`config.mk`:
```
export PLATFORM = sky130hd
export DESIGN_NAME = fifo_push_arbiter
export DESIGN_NICKNAME = d
export VERILOG_FILES = /design/src/rtl/fifo_arb_pkg.sv /design/src/rtl/rr_pick.sv /design/src/rtl/fifo_push_arbiter.sv
export SDC_FILE = /design/constraint.sdc
export NUM_CORES = 1
export LEC_CHECK = 0
export ABC_AREA = 1
export BUFFER_PORTS_ARGS = -buffer_cell sky130_fd_sc_hd__clkbuf_2
export CAP_MARGIN = 20
export CORE_MARGIN = 10
export CORE_UTILIZATION = 45
export DETAILED_ROUTE_END_ITERATION = 16
export MAX_ROUTING_LAYER = met4
export PLACE_DENSITY = 0.92
export SKIP_LAST_GASP = 1
export SLEW_MARGIN = 20
export SYNTH_ARGS = -nofsm -noshare
export SYNTH_HDL_FRONTEND = slang
export SYNTH_SLANG_ARGS = --single-unit
export TNS_END_PERCENT = 100
```
`constraint.sdc`:
```
create_clock -name clk -period 7.8 [get_ports clk]
set_clock_uncertainty 0.15 [all_clocks]
set_input_delay 1.56 -clock clk [delete_from_list [all_inputs] [get_ports clk]]
set_output_delay 1.56 -clock clk [all_outputs]
set_load 0.05 [all_outputs]
```
`src/rtl/fifo_arb_pkg.sv`:
```
// Shared types and constants for the FIFO push arbiter slice.
// Latency: n/a (types, constants and a helper function only).
// Backpressure: n/a.
package fifo_arb_pkg;

  typedef enum logic [1:0] {
    ARB   = 2'd0,
    FLUSH = 2'd1,
    DONE  = 2'd2
  } arb_state_t;

  localparam int FIFO_WIDTH     = 8;
  localparam int FIFO_DEPTH     = 64;
  localparam int FIFO_LOG2DEPTH = 6;
  localparam int STAT_W         = 16;

  // Saturating increment for the per-producer grant counters.
  function automatic logic [STAT_W-1:0] sat_inc(input logic [STAT_W-1:0] v);
    return (v == {STAT_W{1'b1}}) ? v : v + 1'b1;
  endfunction

endpackage

```
`src/rtl/rr_pick.sv`:
```
// Round-robin picker: first asserted request searching upward from ptr+1, modulo NREQ.
// Latency: purely combinational, zero cycles.
// Backpressure: enable low forces an all-zero grant; the caller holds ptr when nothing is granted.
module rr_pick #(
  parameter int NREQ = 4,
  localparam int PW  = (NREQ > 1) ? $clog2(NREQ) : 1
) (
  input  logic [NREQ-1:0] req,
  input  logic [PW-1:0]   ptr,
  input  logic            enable,
  output logic [NREQ-1:0] gnt,
  output logic [PW-1:0]   idx
);

  logic          found;
  logic [PW-1:0] cand;

  // Walk the NREQ slots after ptr in priority order and take the first requester.
  always_comb begin
    gnt   = '0;
    idx   = '0;
    found = 1'b0;
    cand  = '0;
    for (int k = 1; k <= NREQ; k++) begin
      cand = PW'((int'(ptr) + k) % NREQ);
      if (enable && !found && req[cand]) begin
        found     = 1'b1;
        gnt[cand] = 1'b1;
        idx       = cand;
      end
    end
  end

endmodule

```
`src/rtl/fifo_push_arbiter.sv`:
```
// Round-robin push arbiter and flush sequencer in front of a single-clock FIFO (optional stats: FIFO_ARB_STATS_EN).
// Latency: grant, fifo_push and fifo_datain are combinational in the request cycle; occ/FSM update on the next edge.
// Backpressure: pushes stall when the shadow occupancy is full unless a pop happens in the same cycle; no grants in FLUSH/DONE.
module fifo_push_arbiter
  import fifo_arb_pkg::*;
#(
  parameter int NREQ      = 4,
  parameter int WIDTH     = FIFO_WIDTH,
  parameter int DEPTH     = FIFO_DEPTH,
  parameter int LOG2DEPTH = FIFO_LOG2DEPTH
) (
  input  logic                   clk,
  input  logic                   rst,
  input  logic [NREQ-1:0]        req,
  input  logic [NREQ*WIDTH-1:0]  req_data,
  output logic [NREQ-1:0]        gnt,
  input  logic                   pop_req,
  output logic                   fifo_push,
  output logic [WIDTH-1:0]       fifo_datain,
  output logic                   fifo_pop,
  output logic [LOG2DEPTH:0]     occ,
  input  logic                   flush_req,
  output logic                   flush_busy,
  output logic                   flush_done,
  output logic [NREQ*STAT_W-1:0] gnt_cnt
);

  localparam int PW = (NREQ > 1) ? $clog2(NREQ) : 1;
  localparam logic [LOG2DEPTH:0] OCC_FULL = (LOG2DEPTH+1)'(DEPTH);

  arb_state_t        state;
  logic [PW-1:0]     rr_ptr;
  logic [PW-1:0]     gnt_idx;
  logic              push_ok;
  logic [LOG2DEPTH:0] occ_next;

  // Pop and push permission come only from registered state and inputs, never from the FIFO's flags.
  assign fifo_pop  = ~rst & (occ != '0) & (pop_req | (state == FLUSH));
  assign push_ok   = ~rst & (state == ARB) & ((occ < OCC_FULL) | fifo_pop);
  assign fifo_push = |gnt;

  rr_pick #(.NREQ(NREQ)) u_pick (
    .req    (req),
    .ptr    (rr_ptr),
    .enable (push_ok),
    .gnt    (gnt),
    .idx    (gnt_idx)
  );

  // One-hot AND-OR mux of the granted producer's data; zero when nothing is granted.
  always_comb begin
    fifo_datain = '0;
    for (int i = 0; i < NREQ; i++) begin
      if (gnt[i]) fifo_datain = fifo_datain | req_data[i*WIDTH +: WIDTH];
    end
  end

  // Shadow occupancy next value: simultaneous push and pop cancel out.
  always_comb begin
    occ_next = occ;
    if (fifo_push && !fifo_pop)      occ_next = occ + 1'b1;
    else if (fifo_pop && !fifo_push) occ_next = occ - 1'b1;
  end

  // Occupancy tracks the FIFO count register; the pointer moves only to a granted slot.
  always_ff @(posedge clk) begin
    if (rst) begin
      occ    <= '0;
      rr_ptr <= PW'(NREQ-1);
    end else begin
      occ <= occ_next;
      if (fifo_push) rr_ptr <= gnt_idx;
    end
  end

  // Flush sequencer: ARB -> FLUSH (drain) -> DONE (one-cycle pulse) -> ARB, with registered status outputs.
  always_ff @(posedge clk) begin
    if (rst) begin
      state      <= ARB;
      flush_busy <= 1'b0;
      flush_done <= 1'b0;
    end else begin
      flush_done <= 1'b0;
      unique case (state)
        ARB: begin
          if (flush_req) begin
            state      <= FLUSH;
            flush_busy <= 1'b1;
          end
        end
        FLUSH: begin
          if (occ_next == '0) begin
            state      <= DONE;
            flush_busy <= 1'b0;
            flush_done <= 1'b1;
          end
        end
        DONE: begin
          state <= ARB;
        end
        default: begin
          state      <= ARB;
          flush_busy <= 1'b0;
        end
      endcase
    end
  end

`ifdef FIFO_ARB_STATS_EN
  logic [STAT_W-1:0] cnt_q [NREQ];

  // Per-producer saturating grant counters, cleared by reset and by the end of a flush.
  always_ff @(posedge clk) begin
    for (int i = 0; i < NREQ; i++) begin
      if (rst || flush_done) cnt_q[i] <= '0;
      else if (gnt[i])       cnt_q[i] <= sat_inc(cnt_q[i]);
    end
  end

  // Pack the counters into the flat output bus, slot i at bits [i*STAT_W +: STAT_W].
  always_comb begin
    gnt_cnt = '0;
    for (int i = 0; i < NREQ; i++) begin
      gnt_cnt[i*STAT_W +: STAT_W] = cnt_q[i];
    end
  end
`else
  assign gnt_cnt = '0;
`endif

endmodule

```
==> qor.txt <==
Slew Viols, Final - 0
crit end category - output port
CTS max path bufs - 2
fmax - 0.1993 GHz
Required @ worst endpoint - 6.09 ns
Worst Path Arrival - 3.31 ns
largest net degree at the start of global routing - 16
CTS Sinks - 13
most numerous cell in the Yosys netlist - nand2_1
Worst-path clk slew - 0.05 ns
hold_buf cts - 0
Synth top cells by count - nand2_1, buf_4, nand3_1, nor2_1, inv_1
vias per cell - 4.677
leading area contributor after synthesis - buf_4
WL/cell - 13.08 um
post-CTS setup buffers - 0
area of the mapped netlist - 2074 um2
RSZ-0062 raised after global routing - no
min cycle time layout - 5.016 ns
PortBufs - 62
dpl cell area - 2165 um2
setup violators final - 0
Multi-input gate area - 1434 um2
initial antenna violation count - 0
Non-Filler Instances - 431
Initial Utilization - 47.00%
Peak VDD IR - 250.7 uV
status - completed
DIE AREA - 7726 um2
Post-synth EDFFs - 0
share of cells above drive strength 1 - 25.07%
antenna viol nets, final - 0
Max-Cap Viols - 0
Root Buffer - clkbuf_8
post-synth top area share - 23.16%
Seq/Total Area, Yosys - 12.55%
drt pass-1 iters - 4
Skew-Pair Late Insertion Delay - 0.24 ns
vias in the first global route - 1929
DP Wirelength - 4993 um
Synth cell types - 35
Area Overhead vs Synth - 6.514%
worst hold path type - register to register
fill count - 445
DR iter-0 viols - 125
Synth Instances - 319
synth top area cells - buf_4, nand2_1, dfxtp_1
Tcrit/Tclk final - 64.31%
ant diodes - 0
Die Wd - 87.90 um
Final Hold Fails - 0
CTS tree - done
core area - 4414 um2
Synthesis Warnings - 0
dominant synthesized flop cell - dfxtp_1
kind of critical path - input pin to output port
max_slew headroom - 59.88%
Synth Register Bits - 13
Via Count - 2016
FF+latch area - 260.3 um2
post-synthesis area per instance - 6.503 um2
Ports - 127
first-pass GRT wire length - 8535 um
design area - 2210 um2
critical-path maximum fanout - 15
DRC viols - 0
PostCTS Resize Cnt - 0
die height - 87.90 um
Sum Neg Setup Slack - 0 ns
htree depth - 1
Leakage - 1.280 nW
grt total ovfl - 0
total track usage - 13.37%
Async SR Flop Fraction - 0%
Nets - 429
Final Hold Slack - 0.3699 ns
Setup crit start kind - input pin
gpl congestion - 0.8976
cts bufs inserted - 3
PwrDens - 495.4 nW/um2
routed wire length - 5637 um
Placed Cells - 427
worst slew pin tran - 0.5995 ns
Site Rows - 24
final timing paths:
path | startpoint | depth (start not counted) | end | slack [ns]
worst max-delay path | rst | 11 | fifo_push | 2.78
worst min-delay path | flush_busy$_SDFFE_PP0P_ | 4 | flush_busy$_SDFFE_PP0P_ | 0.37
worst max register to register | rr_ptr[1]$_SDFFE_PP1P_ | 19 | flush_busy$_SDFFE_PP0P_ | 4.27
worst min register to register | flush_busy$_SDFFE_PP0P_ | 4 | flush_busy$_SDFFE_PP0P_ | 0.37
worst max-delay path, stage by stage:
cell      delay [ns]
clkbuf_2        0.18
inv_4           0.12
nand3_2         0.11
nand3_2         0.08
nand2_2         0.07
nor2_4          0.26
nand4_1         0.22
nand3_4         0.22
nor2_2          0.08
nand2_2         0.10
clkbuf_2        0.29
kinds of logic (layout without fill, tap and decap cells):
logic type / after synthesis / after routing / share of synthesized area, %
buffers and inverters: 93 / 90 / 29.73
xor gates and xnor gates: 8 / 8 / 3.378
other: 1 / 64 / 0.1808
and+or+nand+nor: 177 / 177 / 42.40
AOI/OAI and AO/OA: 18 / 18 / 6.334
adders and majority gates: 9 / 9 / 5.428
DFF: 13 / 13 / 12.55
sequential cells by signal (all words and copies together), names as in the netlist:
| name | count |
|---|---|
| occ | 7 |
| rr_ptr | 2 |
| state | 2 |
| flush_busy | 1 |
| flush_done | 1 |
placed cells by master, fill, tap and decap left out, types with 7 or more instances in the layout:
cell,Yosys,layout
nand2_1,88,88
conb_1,1,64
clkbuf_2,0,62
nor2_1,23,23
nand3_1,23,23
inv_1,21,21
nand4_1,18,18
dfxtp_1,13,13
ha_1,9,9
nand2_2,7,7
stage by stage:
stage	setup WS, ns	total power, mW	util (%)
3_3_place_gp	2.848	1.018	49.04
5_1_grt	2.541	1.188	50.06
6_report	2.784	1.095	50.06
4_1_cts	2.772	1.097	50.06
3_5_place_dp	2.773	1.036	49.04
2_1_floorplan	2.877	0.8977	-
power breakdown:
| group | internal [mW] | switching [mW] |
|---|---|---|
| logic | 0.227 | 0.678 |
| registers | 0.0932 | 0.0381 |
| clock network | 0.0360 | 0.0226 |
layer usage:
metal | vias to the layer above | GRT usage (%) | wire (um)
met4 | 0 | 4.493 | 85
li1 | 1024 | - | -
met3 | 7 | 3.714 | 824
met1 | 880 | 13.97 | 2049
met2 | 105 | 23.54 | 2678
met5 | - | - | 0
cell type report:
cell class | instances | share of cell area (%)
multi-input cells | 276 | 64.89
well taps | 52 | 2.945
flip-flops and latches | 13 | 11.78
repair buffers | 62 | 14.04
inverters | 24 | 4.304
clock buffers | 4 | 2.039
(Power assumes the default switching activity.)
